[config.mk]
export PLATFORM = sky130hd
export DESIGN_NAME = sdf_stage_ctrl
export DESIGN_NICKNAME = d
export VERILOG_FILES = /design/src/rtl/sdf_stage_ctrl.sv
export SDC_FILE = /design/constraint.sdc
export NUM_CORES = 1
export LEC_CHECK = 0
export ABC_AREA = 1
export CAP_MARGIN = 20
export CELL_PAD_IN_SITES_DETAIL_PLACEMENT = 2
export CELL_PAD_IN_SITES_GLOBAL_PLACEMENT = 2
export CORE_MARGIN = 3
export CORE_UTILIZATION = 35
export CTS_BUF_LIST = sky130_fd_sc_hd__clkbuf_8
export DETAILED_ROUTE_END_ITERATION = 12
export DONT_BUFFER_PORTS = 1
export PLACE_DENSITY_LB_ADDON = 0.1
export SYNTH_ARGS = -nofsm -noshare
export SYNTH_HDL_FRONTEND = slang
export SYNTH_SLANG_ARGS = --single-unit
[constraint.sdc]
create_clock -name clk -period 1.8 [get_ports clk]
set_input_delay 0.27 -clock clk [delete_from_list [all_inputs] [get_ports clk]]
set_output_delay 0.27 -clock clk [all_outputs]
set_load 0.03 [all_outputs]
[src/rtl/sdf_stage_ctrl.sv]
// Sequencing controller for one radix-2 SDF FFT stage: butterfly mode,
// twiddle index, output-valid and frame markers derived from a streaming input-valid.
module sdf_stage_ctrl #(
    parameter int N     = 32,
    parameter int DELAY = 16
) (
    input  logic                   clk,
    input  logic                   rst_n,
    input  logic                   in_valid,
    output logic [1:0]             state,
    output logic [$clog2(N/2)-1:0] tw_idx,
    output logic                   out_valid,
    output logic                   busy,
    output logic                   frame_done,
    output logic                   frame_err
);
    localparam int CW       = (DELAY > 1) ? $clog2(DELAY) : 1;
    localparam int TW_SHIFT = $clog2(N / (2 * DELAY));
    localparam int TWW      = $clog2(N / 2);
    localparam logic [CW-1:0] CNT_LAST = CW'(DELAY - 1);

    typedef enum logic [1:0] {
        IDLE    = 2'b00,
        FIRST   = 2'b01,
        SECOND  = 2'b10,
        WAITING = 2'b11
    } state_t;

    state_t          r_st;
    logic [CW-1:0]   r_cnt;
    logic            r_more;
    logic            r_err;

    logic            w_last;
    logic            w_check;
    logic            w_expValid;
    logic            w_mismatch;
    logic [TWW-1:0]  w_tw;

    assign w_last = (r_cnt == CNT_LAST);
    assign w_tw   = TWW'(r_cnt) << TW_SHIFT;

    // The last FIRST cycle and a draining last SECOND cycle accept either in_valid value.
    always_comb begin
        w_check    = 1'b0;
        w_expValid = 1'b0;
        case (r_st)
            WAITING: begin
                w_check    = 1'b1;
                w_expValid = 1'b1;
            end
            FIRST: begin
                w_check    = !w_last;
                w_expValid = 1'b1;
            end
            SECOND: begin
                w_check    = r_more || !w_last;
                w_expValid = r_more;
            end
            default: begin
                w_check    = 1'b0;
                w_expValid = 1'b0;
            end
        endcase
    end

    assign w_mismatch = w_check && (in_valid != w_expValid);

    always_ff @(posedge clk or negedge rst_n) begin
        if (!rst_n) begin
            r_st   <= IDLE;
            r_cnt  <= '0;
            r_more <= 1'b0;
            r_err  <= 1'b0;
        end else begin
            r_err <= w_mismatch;
            case (r_st)
                IDLE: begin
                    r_cnt <= '0;
                    if (in_valid) begin
                        r_st <= WAITING;
                    end
                end
                WAITING: begin
                    if (w_last) begin
                        r_st  <= FIRST;
                        r_cnt <= '0;
                    end else begin
                        r_cnt <= r_cnt + CW'(1);
                    end
                end
                FIRST: begin
                    if (w_last) begin
                        r_st   <= SECOND;
                        r_cnt  <= '0;
                        r_more <= in_valid;
                    end else begin
                        r_cnt <= r_cnt + CW'(1);
                    end
                end
                SECOND: begin
                    if (w_last) begin
                        r_cnt <= '0;
                        if (r_more) begin
                            r_st <= FIRST;
                        end else if (in_valid) begin
                            r_st <= WAITING;
                        end else begin
                            r_st <= IDLE;
                        end
                    end else begin
                        r_cnt <= r_cnt + CW'(1);
                    end
                end
                default: begin
                    r_st  <= IDLE;
                    r_cnt <= '0;
                end
            endcase
        end
    end

    assign state      = r_st;
    assign busy       = (r_st != IDLE);
    assign out_valid  = (r_st == FIRST) || (r_st == SECOND);
    assign tw_idx     = (r_st == SECOND) ? w_tw : '0;
    assign frame_done = (r_st == SECOND) && w_last && !r_more;
    assign frame_err  = r_err;

endmodule

==> results.py, run 1 <==
metrics = {
    "layout": {
        "leading_cell_types_in_the_layout_fill_and_taps_excluded": "26 x sky130_fd_sc_hd__nand2_1, 13 x sky130_fd_sc_hd__inv_1, 9 x sky130_fd_sc_hd__nor2_1",
        "final_common_cell": "sky130_fd_sc_hd__nand2_1",
        "antenna_cells": 0,
        "final_core_util_pct": 47.6,
        "fin_nets": 95,
        "area_growth_pct": 18.0,
        "post_route_cells_drive_above_1_share_pct": 14.3,
    },
    "floorplan": {
        "die_w_um": 46.2,
        "rows": 13,
        "num_io_pins": 13,
        "coreArea_sq_mm": 0.00140,
        "dieArea_sq_mm": 0.00213,
        "initial_core_util_pct": 40.3,
        "chipHeight_um": 46.2,
    },
    "global_route": {
        "antenna_found_initial": 0,
        "grt_pass1_vias": 574,
        "grt_max_degree": 11,
        "grt_overflow": 0,
        "global_route.usage.total_pct": 18.5,
        "grt_pass1_wl_mm": 2.68,
    },
    "yosys": {
        "synth_area_leader_cell": "sky130_fd_sc_hd__dfrtp_1",
        "synthesis.instances": 77,
        "yosysUniqueCellTypes": 16,
        "synth_area_leaders": "sky130_fd_sc_hd__dfrtp_1 35%, sky130_fd_sc_hd__nand2_1 17%, sky130_fd_sc_hd__ha_1 13%, sky130_fd_sc_hd__inv_1 8.6%, sky130_fd_sc_hd__nor2_1 6.0%",
        "synth_area_per_cell_sq_um": 7.33,
        "syn-num-nets": 86,
        "yosys_register_bits": 8,
        "synth_sequential_area_ratio_pct": 35.5,
        "synthDominantCellAreaShare_pct": 35.5,
        "synthesis.area_sq_um": 564,
        "yosys_warnings": 0,
    },
    "clock_network": {
        "clock_sink_count": 8,
        "cts_buffers": 3,
        "clkTransAtPathRegs_ns": 0.04,
        "h-tree-depth": 1,
        "insertion_delay_ns": 0.23,
        "cts_root_buf": "sky130_fd_sc_hd__clkbuf_8",
        "clock_tree.buffer_depth": 2,
        "cts_tree": "done",
    },
    "detailed_routing": {
        "ant_nets": 0,
        "drtIter0Drc": 1,
        "postRouteWirelength_mm": 1.46,
        "drt_pre_antenna_iters": 4,
        "via_count": 485,
        "wl_per_cell_um": 14.8,
        "post_drt_via_cell_ratio": 4.90,
        "drc_violations_left": 0,
    },
    "sta": {
        "setup_violations": 0,
        "slew-limit-headroom_pct": 75.6,
        "clock-skew-final_ns": 0.00225,
        "fmax_mhz": 594,
        "worstMarginPinSlew_ns": 0.364,
        "post-route-period-util_pct": 93.6,
        "timing.final.max_slew_violations": 0,
        "fin_tns_setup_ns": 0,
        "hold_viol": 0,
        "grt_setup_unrepaired": "false",
        "post-route-min-period_ns": 1.68,
    },
    "pwr": {
        "peakVddDrop_mv": 0.953,
        "p_leak_uw": 0.000383,
        "power.density_cell_area_mw_per_mm2": 2130,
    },
    "setup_path": {
        "worst-setup-path-type": "reg2out",
        "timing.critical_path.fanout_max": 4,
        "timing.critical_path.to_type": "primary output",
        "timing.critical_path.from_type": "flip-flop",
        "worstPathRequired_ns": 1.53,
        "data_arrival_time_of_the_critical_path_ns": 1.41,
    },
    "placement": {
        "post_detailed_placement_half_perimeter_wirelength_mm": 1.11,
        "port_bufs": 0,
        "gp_routability_congestion": 0.738,
    },
    "outcome": {
        "status": "completed",
    },
    "run": {
        "maxCapViolations": 0,
    },
    "min_path": {
        "hold_path_class": "in2reg",
    },
}
## where the power goes
part,internal (uW),switching (uW)
clock network,144,65.2
registers,255,90.3
logic,278,586
total,678,741
## worst paths after layout
kind                          start        end  slack [ns]  depth (start not counted)
max in group asynchronous     rst_n   state[0]        1.14                          1
max reg2reg                state[1]   state[1]        0.28                          7
min in group asynchronous     rst_n   r_cnt[3]        0.39                          1
min reg2reg                r_cnt[0]   r_cnt[0]        0.49                          1
min                        in_valid     r_more        0.20                          2
max                        state[1]  out_valid        0.12                          3
## synth_stat cells, drive strengths merged
master	number
a21oi	3
buf	1
nand3	5
inv	13
ha	6
nor2	10
nand4	1
xor2	1
o21ai	1
clkinv	1
nand2	27
dfrtp	8
## through the flow
stage               setup slack [ns]  cell area [sq um]  hold WS (ns)  instances  total power [uW]
finish                         0.116                666         0.204         99              1420
global route                  0.0304                666         0.202         99              1570
CTS                           0.0729                656         0.199         99              1420
detailed placement             0.254                602       -0.0254         95              1180
global placement               0.332                602       -0.0254         95              1150
floorplan                      0.101                564       -0.0256         77               987
## kinds of logic after synthesis
family	after synthesis	synth area share [%]
fa+ha+maj	6	13.3
xor+xnor	1	1.55
buf+inv	15	11.3
compound gates	4	4.21
simple gates	43	34.1
flops	8	35.5
## final cells by class
type / instances / area, sq um
sequential: 8 / 200
multi-input combinational: 54 / 313
clock buffer: 3 / 41.3
fill: 156 / 733
inverter: 14 / 52.6
tap: 15 / 18.8
timing repair buffer: 5 / 40.0
## timing repair
item,CTS,global route
hold buffers,1,0
buffers inserted,0,0
endpoints found under the hold margin,8,0
gates resized for setup,1,1
endpoints found under the setup margin,1,1
## routing by layer
layer  up-vias  GRT usage [%]  part of all wire (%)
met5         -              0                     0
met4         0           3.41                     0
met3         0           7.42                   5.6
met2        15           31.3                    48
met1       226           21.9                    47
li1        244              -                     -
## registers in the layout, indices dropped and copies added, names as in the netlist
register / cells
state: 2
frame_err: 1
r_more: 1
r_cnt: 4
## worst max-delay path, stage by stage (launching register included)
cell                      delay (ns)
sky130_fd_sc_hd__dfrtp_1        0.42
sky130_fd_sc_hd__buf_4          0.21
sky130_fd_sc_hd__inv_1          0.10
sky130_fd_sc_hd__ha_1           0.46
Note: power is estimated with default switching activity, not from simulation.
==> inputs of run 2 (changes only) <==
--- a/config.mk
+++ b/config.mk
@@ -6,11 +6,11 @@
 export NUM_CORES = 1
 export LEC_CHECK = 0
 export ABC_AREA = 1
-export CAP_MARGIN = 20
 export CELL_PAD_IN_SITES_DETAIL_PLACEMENT = 2
 export CELL_PAD_IN_SITES_GLOBAL_PLACEMENT = 2
+export CORE_ASPECT_RATIO = 0.75
 export CORE_MARGIN = 3
-export CORE_UTILIZATION = 35
+export CORE_UTILIZATION = 30
 export CTS_BUF_LIST = sky130_fd_sc_hd__clkbuf_8
 export DETAILED_ROUTE_END_ITERATION = 12
 export DONT_BUFFER_PORTS = 1
==> run 2 against run 1 <==
Compared with the run above:
- sequential power about the same
- non-clock buffer count unchanged
- design area is 1.1% higher
- highest routed layer is now met4
- clock-buffer cell count unchanged
- clock power hardly changed
- critical path type unchanged
- worst setup slack worse by 0.025 ns
- critical path depth stayed put
- core utilization fell by 6.1 points
==> results.py, run 2 (synthesis results as in run 1) <==
metrics = {
    "sta": {
        "grt_setup_unrepaired": "false",
        "hold_viol": 0,
        "setup_violations": 0,
        "clock-skew-final_ns": 0.00370,
        "worstMarginPinSlew_ns": 0.386,
        "post-route-min-period_ns": 1.71,
        "fmax_mhz": 585,
        "post-route-period-util_pct": 95.0,
        "slew-limit-headroom_pct": 74.1,
        "fin_tns_setup_ns": 0,
        "timing.final.max_slew_violations": 0,
        "finalWorstSetupSlack_ns": 0.0904,
    },
    "pwr": {
        "p_leak_uw": 0.000383,
        "power.density_cell_area_mw_per_mm2": 2100,
        "peakVddDrop_mv": 0.979,
        "finalPower_uw": 1420,
    },
    "global_route": {
        "grt_overflow": 0,
        "grt_pass1_vias": 591,
        "antenna_found_initial": 0,
        "global_route.usage.total_pct": 14.9,
        "grt_max_degree": 11,
        "grt_pass1_wl_mm": 2.75,
    },
    "detailed_routing": {
        "via_count": 488,
        "wl_per_cell_um": 13.8,
        "drc_violations_left": 0,
        "post_drt_via_cell_ratio": 4.65,
        "drt_pre_antenna_iters": 4,
        "ant_nets": 0,
        "drtIter0Drc": 3,
        "postRouteWirelength_mm": 1.45,
    },
    "setup_path": {
        "worstPathRequired_ns": 1.53,
        "data_arrival_time_of_the_critical_path_ns": 1.44,
        "worst-setup-path-type": "reg2out",
        "timing.critical_path.to_type": "primary output",
        "timing.critical_path.from_type": "flip-flop",
        "timing.critical_path.fanout_max": 4,
    },
    "layout": {
        "footprint_of_the_multi_input_gates_sq_um": 313,
        "final_core_util_pct": 41.5,
        "antenna_cells": 0,
        "finish.instance_area_sq_um": 673,
        "register_bank_with_the_most_flops": "r_cnt",
        "leading_cell_types_in_the_layout_fill_and_taps_excluded": "26 x sky130_fd_sc_hd__nand2_1, 13 x sky130_fd_sc_hd__inv_1, 9 x sky130_fd_sc_hd__nor2_1",
        "nFillCells": 205,
        "largest_register_ff_count": 4,
        "post_route_cells_drive_above_1_share_pct": 14.3,
        "fin_nets": 95,
        "final-seq-area_sq_um": 200,
        "area_growth_pct": 19.3,
        "final_common_cell": "sky130_fd_sc_hd__nand2_1",
    },
    "clock_network": {
        "clkTransAtPathRegs_ns": 0.04,
        "cts_setup_buffers": 0,
        "h-tree-depth": 1,
        "cts_root_buf": "sky130_fd_sc_hd__clkbuf_8",
        "clock_sink_count": 8,
        "clock_tree.buffer_depth": 2,
        "insertion_delay_ns": 0.23,
        "cts_tree": "done",
        "cts_buffers": 3,
    },
    "run": {
        "maxCapViolations": 0,
    },
    "min_path": {
        "hold_path_class": "in2reg",
    },
    "floorplan": {
        "chipHeight_um": 43.6,
        "die_w_um": 56.1,
        "num_io_pins": 13,
        "coreArea_sq_mm": 0.00162,
        "dieArea_sq_mm": 0.00244,
        "rows": 12,
        "initial_core_util_pct": 34.8,
    },
    "placement": {
        "post_detailed_placement_half_perimeter_wirelength_mm": 1.18,
        "postPlaceCellArea_sq_um": 609,
        "detailedPlace.worstSlack_ns": 0.239,
        "gp_routability_congestion": 0.726,
        "port_bufs": 0,
    },
    "outcome": {
        "status": "completed",
    },
}
[run 2: path summary, 6_finish.rpt]
path	from	cells past startpoint	to	slack [ns]
worst max-delay path	state[1]	3	out_valid	0.09
worst min-delay path	in_valid	2	r_more	0.20
worst max register to register	state[1]	8	frame_err	0.27
worst min register to register	r_cnt[0]	1	r_cnt[0]	0.48
max in group asynchronous	rst_n	1	state[1]	1.12
min in group asynchronous	rst_n	1	r_cnt[2]	0.40
[run 2: routing by layer]
layer	vias to the layer above	part of all wire [%]	GRT usage, %	routed length [um]
met1	226	49	18.0	705
met2	12	42	22.4	616
met3	4	7.2	7.44	104
met4	0	1.7	7.11	24
met5	-	0	0	0
li1	246	-	-	-
[run 2: cell type report]
class / instances / area share, %
clock buffers: 3 / 6.13
multi-input cells: 54 / 46.5
inverters: 14 / 7.81
well taps: 21 / 3.90
flip-flops and latches: 8 / 29.7
repair buffers: 5 / 5.95
[run 2: what timing repair did]
| item | CTS | global route |
|---|---|---|
| gates resized for setup | 1 | 1 |
| gates cloned | 0 | 0 |
| hold endpoints to repair | 8 | 0 |
| hold buffers | 1 | 0 |
| pin swaps | 0 | 0 |
| endpoints found under the setup margin | 1 | 1 |
[run 2: stage by stage]
step,std cells,hold WS (ns)
after floorplan,77,-0.0256
after global placement,101,-0.0254
final,105,0.200
after detailed placement,101,-0.0254
after global routing,105,0.206
after CTS,105,0.196
[run 2: report_power, final]
part	internal [uW]	switching (uW)
clock network	144	65.8
registers	255	91.9
logic	279	580
total	678	738
[run 2: worst max-delay path, stage by stage (launching register included)]
cell                      delay (ns)
sky130_fd_sc_hd__dfrtp_1        0.43
sky130_fd_sc_hd__buf_4          0.21
sky130_fd_sc_hd__inv_1          0.11
sky130_fd_sc_hd__ha_1           0.46
==> inputs of run 3 (changes only) <==
--- a/config.mk
+++ b/config.mk
@@ -12,6 +12,7 @@
 export CORE_MARGIN = 3
 export CORE_UTILIZATION = 30
 export CTS_BUF_LIST = sky130_fd_sc_hd__clkbuf_8
+export CTS_CLUSTER_DIAMETER = 150
 export DETAILED_ROUTE_END_ITERATION = 12
 export DONT_BUFFER_PORTS = 1
 export PLACE_DENSITY_LB_ADDON = 0.1
==> results of run 3 <==
No change in the layout: final DEF, timing and power equal those of run 2.
